==> config.mk <==
export PLATFORM = sky130hd
export DESIGN_NAME = score_render_flat
export DESIGN_NICKNAME = d
export VERILOG_FILES = /design/src/rtl/score_render_pkg.sv /design/src/rtl/score_render_if.sv /design/src/rtl/seven_seg_decode.sv /design/src/rtl/score_render.sv /design/src/flat_wrapper.sv
export SDC_FILE = /design/constraint.sdc
export NUM_CORES = 1
export LEC_CHECK = 0
export CAP_MARGIN = 20
export CORE_ASPECT_RATIO = 1.1
export CORE_MARGIN = 2
export CORE_UTILIZATION = 35
export DETAILED_ROUTE_END_ITERATION = 10
export PLACE_DENSITY = 0.59
export SLEW_MARGIN = 5
export SYNTH_ARGS = -nofsm -noshare
export SYNTH_HDL_FRONTEND = slang
export SYNTH_SLANG_ARGS = --single-unit
==> constraint.sdc <==
create_clock -name clk -period 3.4 [get_ports clk]
set_clock_uncertainty 0.15 [all_clocks]
set_input_delay 0.51 -clock clk [delete_from_list [all_inputs] [get_ports clk]]
set_output_delay 0.51 -clock clk [all_outputs]
set_load 0.05 [all_outputs]
==> src/rtl/score_render_pkg.sv <==
// Shared definitions for the score overlay: segment bit positions, the nibble-to-glyph
// table, the stage-1 pipeline record and cell geometry helpers.
package score_render_pkg;

    localparam int SEG_A = 0;
    localparam int SEG_B = 1;
    localparam int SEG_C = 2;
    localparam int SEG_D = 3;
    localparam int SEG_E = 4;
    localparam int SEG_F = 5;
    localparam int SEG_G = 6;

    // Bit order {g,f,e,d,c,b,a}; codes above 9 draw a dash so corrupt BCD is visible.
    localparam logic [6:0] SEG_TABLE [16] = '{
        7'b0111111, 7'b0000110, 7'b1011011, 7'b1001111,
        7'b1100110, 7'b1101101, 7'b1111101, 7'b0000111,
        7'b1111111, 7'b1101111, 7'b1000000, 7'b1000000,
        7'b1000000, 7'b1000000, 7'b1000000, 7'b1000000
    };

    typedef struct packed {
        logic        in_box;
        logic [2:0]  k;
        logic [11:0] lx;
        logic [11:0] ly;
    } stage1_t;

    function automatic logic [11:0] cell_left(int x0, int dw, int k);
        return 12'(x0 + k * dw);
    endfunction

endpackage

==> src/rtl/score_render_if.sv <==
// Pixel-address stream, score load and frame strobe into the overlay, glyph pixel back out.
interface score_render_if #(
    parameter int NUM_DIGITS = 4
);
    logic [10:0]             col_addr;
    logic [10:0]             row_addr;
    logic                    frame_start;
    logic [4*NUM_DIGITS-1:0] score;
    logic                    score_valid;
    logic                    pixel_on_n;

    modport master (
        output col_addr, row_addr, frame_start, score, score_valid,
        input  pixel_on_n
    );

    modport slave (
        input  col_addr, row_addr, frame_start, score, score_valid,
        output pixel_on_n
    );
endinterface

==> src/rtl/seven_seg_decode.sv <==
// Nibble to seven-segment mask; purely combinational table lookup.
module seven_seg_decode
    import score_render_pkg::*;
(
    input  logic [3:0] nibble,
    output logic [6:0] segs
);
    assign segs = SEG_TABLE[nibble];
endmodule

==> src/rtl/score_render.sv <==
// N-digit seven-segment score overlay: frame-latched digits, leading-zero blanking,
// post-change blink, two-stage pixel pipeline.
module score_render
    import score_render_pkg::*;
#(
    parameter int NUM_DIGITS   = 4,
    parameter int X0           = 40,
    parameter int Y0           = 360,
    parameter int DIGIT_W      = 60,
    parameter int DIGIT_H      = 60,
    parameter int GAP          = 8,
    parameter int SEG_T        = 8,
    parameter int BLINK_FRAMES = 30,
    parameter int BLINK_HALF   = 4
) (
    input logic           clk,
    input logic           rst_n,
    score_render_if.slave bus
);

    localparam logic [11:0] X_LO   = 12'(X0);
    localparam logic [11:0] X_HI   = cell_left(X0, DIGIT_W, NUM_DIGITS);
    localparam logic [11:0] Y_LO   = 12'(Y0);
    localparam logic [11:0] Y_HI   = 12'(Y0 + DIGIT_H);
    localparam logic [11:0] GW     = 12'(DIGIT_W - GAP);
    localparam logic [11:0] GT     = 12'(SEG_T);
    localparam logic [11:0] D_TOP  = 12'(DIGIT_H - SEG_T);
    localparam logic [11:0] G_LO   = 12'((DIGIT_H - SEG_T) / 2);
    localparam logic [11:0] G_HI   = 12'((DIGIT_H + SEG_T) / 2);
    localparam logic [11:0] HALF_H = 12'(DIGIT_H / 2);
    localparam logic [11:0] R_COL  = 12'(DIGIT_W - GAP - SEG_T);
    localparam logic [15:0] BF     = 16'(BLINK_FRAMES);
    localparam logic [15:0] HL     = 16'(BLINK_HALF - 1);

    logic [4*NUM_DIGITS-1:0] pending;
    logic [4*NUM_DIGITS-1:0] displayed;
    logic [15:0]             blink_cnt;
    logic [15:0]             half_cnt;
    logic                    hide;

    always_ff @(posedge clk or negedge rst_n) begin
        if (!rst_n) begin
            pending   <= '0;
            displayed <= '0;
        end else begin
            if (bus.score_valid) pending <= bus.score;
            if (bus.frame_start) displayed <= pending;
        end
    end

    // Hide toggles on the first countdown frame and then every BLINK_HALF frames.
    always_ff @(posedge clk or negedge rst_n) begin
        if (!rst_n) begin
            blink_cnt <= '0;
            half_cnt  <= '0;
            hide      <= 1'b0;
        end else if (bus.frame_start) begin
            if (pending != displayed && BLINK_FRAMES > 0) begin
                blink_cnt <= BF;
                half_cnt  <= '0;
                hide      <= 1'b0;
            end else if (blink_cnt != '0) begin
                blink_cnt <= blink_cnt - 16'd1;
                half_cnt  <= (half_cnt == HL) ? '0 : half_cnt + 16'd1;
                if (blink_cnt == 16'd1) hide <= 1'b0;
                else if (half_cnt == '0) hide <= ~hide;
            end
        end
    end

    // Stage 1: box test, digit index and cell-local coordinates
    logic [11:0] col12, row12, base;
    stage1_t     s1_d, s1_p1;

    always_comb begin
        col12 = {1'b0, bus.col_addr};
        row12 = {1'b0, bus.row_addr};
        base  = X_LO;
        s1_d  = '0;
        for (int j = 1; j < NUM_DIGITS; j++) begin
            if (col12 >= cell_left(X0, DIGIT_W, j)) begin
                s1_d.k = 3'(j);
                base   = cell_left(X0, DIGIT_W, j);
            end
        end
        s1_d.in_box = (col12 >= X_LO) && (col12 < X_HI) && (row12 >= Y_LO) && (row12 < Y_HI);
        s1_d.lx     = col12 - base;
        s1_d.ly     = row12 - Y_LO;
    end

    always_ff @(posedge clk or negedge rst_n) begin
        if (!rst_n) s1_p1 <= '0;
        else        s1_p1 <= s1_d;
    end

    // Stage 2: glyph lookup, blanking and segment hit
    logic [3:0] digs [8];
    logic [7:0] blank_vec;
    logic       zero_run;
    logic [6:0] segs;
    logic       hit;
    logic       pix_p2;

    always_comb begin
        for (int i = 0; i < 8; i++) digs[i] = 4'd0;
        blank_vec = '0;
        zero_run  = 1'b1;
        for (int i = 0; i < NUM_DIGITS; i++) begin
            digs[i]      = displayed[4*(NUM_DIGITS-1-i) +: 4];
            zero_run     = zero_run && (digs[i] == 4'd0);
            blank_vec[i] = zero_run;
        end
        blank_vec[NUM_DIGITS-1] = 1'b0;
    end

    seven_seg_decode u_dec (
        .nibble (digs[s1_p1.k]),
        .segs   (segs)
    );

    always_comb begin
        hit = 1'b0;
        if (s1_p1.lx < GW) begin
            hit = (segs[SEG_A] && s1_p1.ly < GT)
               || (segs[SEG_D] && s1_p1.ly >= D_TOP)
               || (segs[SEG_G] && s1_p1.ly >= G_LO && s1_p1.ly < G_HI)
               || (segs[SEG_F] && s1_p1.lx < GT && s1_p1.ly < HALF_H)
               || (segs[SEG_E] && s1_p1.lx < GT && s1_p1.ly >= HALF_H)
               || (segs[SEG_B] && s1_p1.lx >= R_COL && s1_p1.ly < HALF_H)
               || (segs[SEG_C] && s1_p1.lx >= R_COL && s1_p1.ly >= HALF_H);
        end
    end

    always_ff @(posedge clk or negedge rst_n) begin
        if (!rst_n) pix_p2 <= 1'b1;
        else        pix_p2 <= ~(s1_p1.in_box & hit & ~blank_vec[s1_p1.k] & ~hide);
    end

    assign bus.pixel_on_n = pix_p2;

endmodule
==> src/flat_wrapper.sv <==
// flat-port wrapper written by rule: the top's interface ports become plain ports
module score_render_flat import score_render_pkg::*;
#(
    parameter int NUM_DIGITS   = 4,
    parameter int X0           = 40,
    parameter int Y0           = 360,
    parameter int DIGIT_W      = 60,
    parameter int DIGIT_H      = 60,
    parameter int GAP          = 8,
    parameter int SEG_T        = 8,
    parameter int BLINK_FRAMES = 30,
    parameter int BLINK_HALF   = 4
)
  (clk, rst_n, bus_col_addr, bus_row_addr, bus_frame_start, bus_score, bus_score_valid, bus_pixel_on_n);
  score_render_if #(.NUM_DIGITS(NUM_DIGITS)) bus_i ();
  input logic clk;
  input logic rst_n;
  input wire logic [$bits(bus_i.col_addr)-1:0] bus_col_addr;
  input wire logic [$bits(bus_i.row_addr)-1:0] bus_row_addr;
  input wire logic [$bits(bus_i.frame_start)-1:0] bus_frame_start;
  input wire logic [$bits(bus_i.score)-1:0] bus_score;
  input wire logic [$bits(bus_i.score_valid)-1:0] bus_score_valid;
  output wire logic [$bits(bus_i.pixel_on_n)-1:0] bus_pixel_on_n;
  assign bus_i.col_addr = bus_col_addr;
  assign bus_i.row_addr = bus_row_addr;
  assign bus_i.frame_start = bus_frame_start;
  assign bus_i.score = bus_score;
  assign bus_i.score_valid = bus_score_valid;
  assign bus_pixel_on_n = bus_i.pixel_on_n;
  score_render #(.NUM_DIGITS(NUM_DIGITS), .X0(X0), .Y0(Y0), .DIGIT_W(DIGIT_W), .DIGIT_H(DIGIT_H), .GAP(GAP), .SEG_T(SEG_T), .BLINK_FRAMES(BLINK_FRAMES), .BLINK_HALF(BLINK_HALF)) u_core (.clk(clk), .rst_n(rst_n), .bus(bus_i));
endmodule
==> qor.json, run 1 <==
{
  "number_of_antenna_violations_at_the_first_check_in_global_routing": 0,
  "worstMarginPinSlew_ns": 0.805,
  "vdd.ir_drop.worst_mv": 0.209,
  "setup.worst_path.start": "bus_col_addr[10]",
  "critical_path_required_ns": 3.52,
  "total_power_per_unit_cell_area_nw_per_um2": 447,
  "core_area_um2": 13700,
  "syn_nets": 519,
  "drt_wl_total_um": 10000,
  "cts_buffers": 9,
  "drive_gt1_share_pct": 16.3,
  "synthMostInstantiatedCell": "dfrtp_1",
  "cap_violations": 0,
  "top_post_synthesis_cells_by_area": "dfrtp_1 (46%), mux2_2 (7.4%), xor2_1 (4.5%), ha_1 (4.1%), o21ai_0 (3.5%)",
  "final_core_utilization_pct": 43.2,
  "r2r_start": "u_core.s1_p1[24]$_DFF_PN0_",
  "synthDominantAreaCellType": "dfrtp_1",
  "layout.nets": 580,
  "synth_edf_count": 0,
  "synth_cell_type_count": 55,
  "timing.reg2reg.setup_slack_ns": 0.55,
  "initial_utilization_pct": 35.4,
  "path_class": "input port to flip-flop",
  "totalPowerFinal_uw": 2640,
  "setup_viol": 0,
  "post-synth-top-area-fraction_pct": 46.0,
  "period_minus_slack_ns": 3.12,
  "wire_per_inst_um": 14.1,
  "timing.final.hold_violations": 0,
  "remaining_drc_errors": 0,
  "io-pin-count": 43,
  "max_freq_mhz": 320,
  "std_cell_rows": 45,
  "detail_route.iter0.violations": 159,
  "cts-root-buf": "clkbuf_16",
  "critPathCaptureType": "flip-flop",
  "p_int_uw": 1940,
  "min-delay-path-class": "flip-flop to flip-flop",
  "power_switching_share_pct": 26.6,
  "die_h_um": 127,
  "overflow": 0,
  "p_leak_uw": 0.00250,
  "yosysSeqAreaShare_pct": 46.6,
  "power.clock.fraction_pct": 39.9,
  "postRouteAntennaNets": 0,
  "rsz0062_at_grt": "no",
  "cts_buffer_depth": 2,
  "chipWidth_um": 116,
  "synth-seq-cells": 90,
  "num_antenna_cells": 0,
  "setup-tns-final_ns": 0,
  "dominantRegCellSynth": "dfrtp_1",
  "die_area_um2": 14800,
  "min_path_cells": 1,
  "buffer_ports.inserted": 39,
  "place_congestion": 0.814,
  "hpwl_um": 7330,
  "synth_common_cells": "dfrtp_1 (89), o21ai_0 (34), mux2_2 (32)",
  "r2r_cells": 9,
  "insertion_delay_ns": 0.35,
  "final_min_period_over_clock_period_pct": 91.9,
  "tritoncts": "done",
  "p_seq_share_pct": 46.0,
  "syn_to_final_growth_pct": 22.1,
  "power.net_switching_uw": 704,
  "critical_path_arrival_ns": 3.24,
  "cts.htree.levels": 3,
  "synth.cell_area_um2": 4840,
  "reg2reg_to": "u_core.bus.pixel_on_n$_DFF_PN1_",
  "grt_util_all_layers_pct": 14.7,
  "vias_in_the_first_global_route": 3716,
  "p_comb_share_pct": 14.1,
  "avg_inst_size_synth_um2": 10.5,
  "post_synth_inst_count": 460,
  "clock_pin_slew_worst_setup_and_hold_paths_ns": 0.07,
  "grt_pass1_wl_um": 17300,
  "relSlewSlack_pct": 46.2,
  "numClockSinks": 90,
  "hold_slack_ns": 0.375,
  "routed_via_density": 5.13,
  "end_point_of_the_most_critical_hold_path": "u_core.half_cnt[11]$_DFFE_PN0P_",
  "critPathLaunchType": "input port",
  "firstDrtPassIters": 4,
  "synth-warning-count": 0,
  "finalMaxSlewViolations": 0,
  "grt_max_degree": 41,
  "status": "finished clean",
  "timing.critical_path.fanout_max": 2,
  "hold_path.startpoint": "u_core.half_cnt[11]$_DFFE_PN0P_",
  "dr_vias": 3665,
  "synth_async_sr_flop_share_pct": 100
}
-- power by group through the flow --
stage / logic, uW / clock network (uW) / registers, uW
after global routing: 416 / 1120 / 1230
after floorplan: 237 / 0 / 1220
after CTS: 375 / 1090 / 1220
after global placement: 360 / 0 / 1230
final: 372 / 1050 / 1220
after detailed placement: 371 / 0 / 1240
-- how the worst max path moves through the flow --
stage               slack [ns]                    endpoint  cells past startpoint
finish                    0.28  u_core.s1_p1[22]$_DFF_PN0_                     13
detailed placement       -0.23  u_core.s1_p1[22]$_DFF_PN0_                     13
global route              0.07  u_core.s1_p1[22]$_DFF_PN0_                     14
floorplan                 0.33  u_core.s1_p1[22]$_DFF_PN0_                     13
global placement         -0.13  u_core.s1_p1[22]$_DFF_PN0_                     13
CTS                       0.13  u_core.s1_p1[22]$_DFF_PN0_                     13
-- sequential cells by signal, indices dropped and copies added (netlist names) --
name,count
u_core.half_cnt,16
u_core.displayed,16
u_core.s1_p1,24
u_core.blink_cnt,16
u_core.pending,16
u_core.hide,1
u_core.bus.pixel_on_n,1
-- per-stage QoR --
| step | setup WS [ns] | cell area, um^2 | cells |
|---|---|---|---|
| after floorplan | 0.326 | 4840 | 460 |
| after global placement | -0.135 | 5580 | 697 |
| after detailed placement | -0.230 | 5580 | 697 |
| after CTS | 0.129 | 5900 | 714 |
| after global routing | 0.0661 | 5910 | 714 |
| final | 0.276 | 5910 | 714 |
-- critical path, stage by stage --
cell             delay, ns
clkdlybuf4s50_1       0.42
nor3_1                0.29
nand2_1               0.11
o21ai_0               0.26
ha_1                  0.22
inv_1                 0.06
fa_1                  0.37
nand2_1               0.07
nand2_1               0.06
a21oi_1               0.19
o21bai_1              0.12
a2111oi_2             0.40
xor2_1                0.17
-- area by class of cell --
class	instances	area, um^2
clock buffer	9	225
clock inverter	7	90.1
fill	1317	7770
inverter	27	101
multi-input combinational	327	2410
sequential	90	2250
tap	188	235
timing repair buffer	66	593
-- placed cells by master, fill, tap and decap left out, drive strengths merged, types with 2 or more instances in the layout --
cell           Yosys  final
dfrtp             89     89
clkdlybuf4s50      0     38
o21ai             34     34
inv               27     33
mux2              32     32
nand2             30     30
buf                6     27
xor2              25     25
a21oi             21     21
nor3              20     20
nor2              19     19
nor4              17     17
xnor2             16     16
ha                16     16
nand3             10     10
clkbuf            10      9
nand2b             6      6
o31ai              6      6
nor3b              5      5
or4                5      5
and3               5      5
a2111oi            5      5
mux4               4      4
o22ai              4      4
nand4              4      4
a31oi              4      4
or3                3      3
nor2b              3      3
mux2i              3      3
o41ai              3      3
a21o               3      3
o211ai             2      2
and2               2      2
a211oi             2      2
nand4b             2      2
a22oi              2      2
-- per-layer routing --
layer | global-route usage (%) | routed length [um]
met5 | 0 | 0
met4 | 5.95 | 197
met3 | 3.08 | 290
met2 | 24.9 | 5030
met1 | 18.1 | 4530
-- timing repair --
item | CTS | global route
setup endpoints to repair | 0 | 1
resized for setup | 0 | 2
hold buffers | 1 | 0
setup buffers | 0 | 0
hold endpoints to repair | 11 | 0
-- cell families after synthesis --
group / after synthesis / synth area share, %
multiplexers: 39 / 9.93
flip-flops: 90 / 46.6
AND/OR/NAND/NOR: 135 / 15.3
adder cells (fa/ha/maj): 17 / 4.55
buffers and inverters: 43 / 3.72
AO/OA/AOI/OAI: 95 / 12.5
XOR/XNOR: 41 / 7.42
Power figures use the tool's default switching activity.
==> run 2: changes to the inputs <==
CTS_CLUSTER_SIZE = 30   (was unset)
==> results of run 2 <==
Final layout, timing and power as in run 1 (identical DEF).
==> patch 1: new RTL, flow settings as in run 1 <==
`NUM_DIGITS` is set to 4 in 3 places; all go to 8.
--- a/src/rtl/score_render_if.sv
+++ b/src/rtl/score_render_if.sv
@@ -2,3 +2,3 @@
 interface score_render_if #(
-    parameter int NUM_DIGITS = 4
+    parameter int NUM_DIGITS = 8
 );
--- a/src/rtl/score_render.sv
+++ b/src/rtl/score_render.sv
@@ -5,3 +5,3 @@
 #(
-    parameter int NUM_DIGITS   = 4,
+    parameter int NUM_DIGITS   = 8,
     parameter int X0           = 40,
--- a/src/flat_wrapper.sv
+++ b/src/flat_wrapper.sv
@@ -3,3 +3,3 @@
 #(
-    parameter int NUM_DIGITS   = 4,
+    parameter int NUM_DIGITS   = 8,
     parameter int X0           = 40,
Ports: changed (resized bus_score); port bits go from 43 to 59. No check against the original RTL was run, so the function may have changed too.
==> patch 1 against run 1 <==
Wire length rose by 43%. Sequential share of layout area is 0.54 points lower. Total power up 61%. Hold slack worse by 0.012 ns. Sequential cell count is 33 higher. Cell area up 39%. Worst setup slack worse by 0.12 ns. Synthesized area is 35% higher. Critical endpoint is now u_core.s1_p1[21]$_DFF_PN0_.
==> patch 1: results <==
[run_status]
status = "finished clean"

[yosys]
yosysSeqAreaShare_pct = 47.1
ys_types = 69
synthTopCellsByCount = "dfrtp_1, mux2_2, xnor2_1"
syn_nets = 661
synthCells = 584
synth_area_leaders = "dfrtp_1, mux2_2, xnor2_1"

[pwr]
peakVddDrop_uv = 430
leakage_nw = 3.33
switching_share_pct = 24.7

[cells_and_area]
layout.nets = 748
final_util_pct = 44.6
drive_above_1_share_pct = 23.8
n_fill_cell = 1682
fin_cells = 927

[global_routing]
first_global_vias = 4996
grt_pass1_wl_um = 24700
track_usage_pct = 15.7
grt_max_degree = 50

[detailed_routing]
first_iter_violations = 308
vias = 4798

[placement]
placed_cell_area_mm2 = 0.00754
dpl_worst_slack_ns = -0.387
gp_congestion = 0.844
hpwlAfterDp_um = 10300
io_buffers = 55
post-place-cells = 894

[clock_network]
cts-buffers-inserted = 17
clkLatencyLatePin_ns = 0.42
htree_levels = 4

[setup_path]
cp.arrival_ns = 3.39
cp_max_fo = 5
worst_path_largest_cell_delay_ns = 0.50

[sta]
worst-slew-pin-transition_ns = 0.666
## patch 1: cell types whose count changed in the layout (fill, tap and decap cells not counted), sizes merged, moves of 16 or more
| cell | before | now |
|---|---|---|
| nor2 | 19 | 36 |
| xor2 | 25 | 7 |
| dfrtp | 89 | 122 |
| mux2 | 32 | 66 |
| xnor2 | 16 | 48 |
| clkdlybuf4s50 | 38 | 54 |
## patch 1: what timing repair did
item                       CTS  global route
hold buffers                 1             0
setup endpoints to repair    0             1
hold endpoints to repair     6             0
resized for setup            0             5
## patch 1: worst paths after layout
kind / cells past startpoint / startpoint / end / slack (ns)
worst max-delay path: 13 / bus_col_addr[3] / u_core.s1_p1[21]$_DFF_PN0_ / 0.15
worst max register to register: 6 / u_core.blink_cnt[12]$_DFFE_PN0P_ / u_core.half_cnt[11]$_DFFE_PN0P_ / 0.48
min in group asynchronous: 2 / rst_n / u_core.blink_cnt[6]$_DFFE_PN0P_ / 0.52
max in group asynchronous: 3 / rst_n / u_core.bus.pixel_on_n$_DFF_PN1_ / 1.77
worst min register to register: 1 / u_core.blink_cnt[1]$_DFFE_PN0P_ / u_core.blink_cnt[1]$_DFFE_PN0P_ / 0.36
worst min-delay path: 1 / u_core.blink_cnt[1]$_DFFE_PN0P_ / u_core.blink_cnt[1]$_DFFE_PN0P_ / 0.36
## patch 1: power groups by stage
stage / registers [W] / clock network (W) / logic (W)
after floorplan: 0.00171 / 0 / 0.000400
after global placement: 0.00175 / 0 / 0.000580
after detailed placement: 0.00176 / 0 / 0.000597
after CTS: 0.00173 / 0.00195 / 0.000604
after global routing: 0.00175 / 0.00202 / 0.000666
final: 0.00173 / 0.00191 / 0.000600
## patch 1: cell type report
cell class / instances / share of cell area [%]
clock inverters: 11 / 2.05
well taps: 243 / 3.71
multi-input cells: 416 / 39.9
flip-flops and latches: 123 / 37.6
repair buffers: 89 / 9.99
clock buffers: 21 / 5.62
inverters: 24 / 1.10
## patch 1: cells by family after synthesis
kind of cell,synth area share [%]
AO/OA/AOI/OAI,11.1
multiplexers,14.6
flip-flops,47.1
buffers and inverters,3.08
XOR/XNOR,7.37
AND/OR/NAND/NOR,13.0
adder cells (fa/ha/maj),3.75
## patch 1: per-layer routing
metal / up-vias / share of wire [%] / GRT usage, %
met5: - / 0 / 0
met2: 83 / 50 / 26.2
li1: 2312 / - / -
met4: 0 / 2.3 / 6.47
met3: 22 / 3.0 / 3.42
met1: 2381 / 45 / 19.7
## patch 1: worst register-to-register path, stage by stage, from the launching register on
cell and delay [ns]:
dfrtp_1 0.39, or4_1 0.57, or2_4 0.27, o41a_1 0.51, nor2_4 0.49, or2_4 0.32
o31ai_1 0.10
==> patch 2: new RTL, settings of run 1 <==
Without the edit above. One comparison of `half_cnt` changes from == to >=.
--- a/src/rtl/score_render.sv
+++ b/src/rtl/score_render.sv
@@ -63,3 +63,3 @@
                 blink_cnt <= blink_cnt - 16'd1;
-                half_cnt  <= (half_cnt == HL) ? '0 : half_cnt + 16'd1;
+                half_cnt  <= (half_cnt >= HL) ? '0 : half_cnt + 16'd1;
                 if (blink_cnt == 16'd1) hide <= 1'b0;
Function: no difference found for any inputs over 10 cycles, from zero or initial values and one cycle with rst_n low; that may be too few to reach the edited logic, so the function may still have changed.
==> patch 2 against run 1 <==
The run now ends with negative hold slack left. Cell area is 5.7% lower. Sequential cell count unchanged. Wire length down 12%. Total power decreased by 2.6%. Worst setup slack improved by 0.10 ns. Count of clock-buffer cells in the layout increased by 4. Synthesized cell count decreased by 6.1%. Maximum frequency rose by 3.3%. Hold slack got worse by 0.38 ns. Synthesized area is 4.6% lower. Die area fell by 4.5%. Highest routed layer unchanged.
==> patch 2: results <==
[run_status]
status = "finished, violations left"
violations = "negative hold slack"

[setup_path]
r2r-start = "u_core.s1_p1[24]$_DFF_PN0_"
worst_path_largest_cell_delay_ns = 0.57
regToRegSetupSlack_ns = 0.47
cp.arrival_ns = 3.10
cp_max_fo = 6

[sta]
fin_hold_ws_ns = -0.00270
hold_viol = 2
relSlewSlack_pct = 37.1

[detailed_routing]
first_iter_violations = 145
wl_per_cell_um = 13.6
vias_per_cell = 5.00

[clock_network]
cts_resized = 0
root_buffer = "clkbuf_16"

[global_routing]
grt_pass1_wl_um = 15700
track_usage_pct = 13.9
grt_max_degree = 50
first_global_vias = 3385

[placement]
hpwlAfterDp_um = 6510
gp_congestion = 0.835
io_buffers = 39
placed_cell_area_mm2 = 0.00527

[cells_and_area]
regMostFlops = "u_core.s1_p1"
drive_above_1_share_pct = 15.3
final_area_mm2 = 0.00558
layout.nets = 545

[yosys]
synth_area_leaders = "dfrtp_1, mux2_2, xor2_1"
yosysSeqAreaShare_pct = 48.8
syn_nets = 491
synthTopCellsByCount = "dfrtp_1, nor2_1, mux2_2"
ys_types = 56

[pwr]
leakage_nw = 2.42
powerDensity_mw_per_mm2 = 461
p_clk_w = 0.00101
switchingPower_w = 0.000613
pwr-share-seq_pct = 47.1
peakVddDrop_uv = 199

[worst_hold_path]
hold_path.class = "in2async"
-- patch 2: stage by stage --
step / cells / worst slack [ns]
floorplan: 432 / 0.684
global placement: 635 / 0.0687
detailed placement: 636 / 0.0135
CTS: 651 / 0.375
global route: 651 / 0.129
finish: 651 / 0.377
-- patch 2: worst max-delay path by stage --
| stage | slack, ns | cells past startpoint | to | from |
|---|---|---|---|---|
| 6_report | 0.38 | 15 | u_core.s1_p1[22]$_DFF_PN0_ | bus_col_addr[5] |
| 5_1_grt | 0.13 | 15 | u_core.s1_p1[22]$_DFF_PN0_ | bus_col_addr[5] |
| 4_1_cts | 0.38 | 15 | u_core.s1_p1[22]$_DFF_PN0_ | bus_col_addr[5] |
| 3_5_place_dp | 0.01 | 15 | u_core.s1_p1[22]$_DFF_PN0_ | bus_col_addr[5] |
| 3_3_place_gp | 0.07 | 15 | u_core.s1_p1[22]$_DFF_PN0_ | bus_col_addr[5] |
| 2_1_floorplan | 0.68 | 11 | u_core.s1_p1[21]$_DFF_PN0_ | bus_col_addr[10] |
-- patch 2: kinds of logic after synthesis --
kind of cell	synth area share, %
and+or+nand+nor	16.5
xor gates and xnor gates	7.21
AOI/OAI and AO/OA	9.22
DFF	48.8
adders and majority gates	4.77
muxes	10.7
buffers and inverters	2.85
-- patch 2: layout make-up --
cell class                      instances  area (um2)
Clock buffer                           13         270
Multi-Input combinational cell        310        2230
Sequential cell                        90        2250
Fill cell                            1230        7470
Tap cell                              161         201
Inverter                               22        82.6
Clock inverter                          2        35.0
Timing Repair Buffer                   53         503
-- patch 2: layer usage --
| metal | wire [um] | global-route usage, % |
|---|---|---|
| met5 | 0 | 0 |
| met4 | 189 | 6.17 |
| met3 | 227 | 3.11 |
| met2 | 4410 | 22.9 |
| met1 | 4030 | 17.4 |
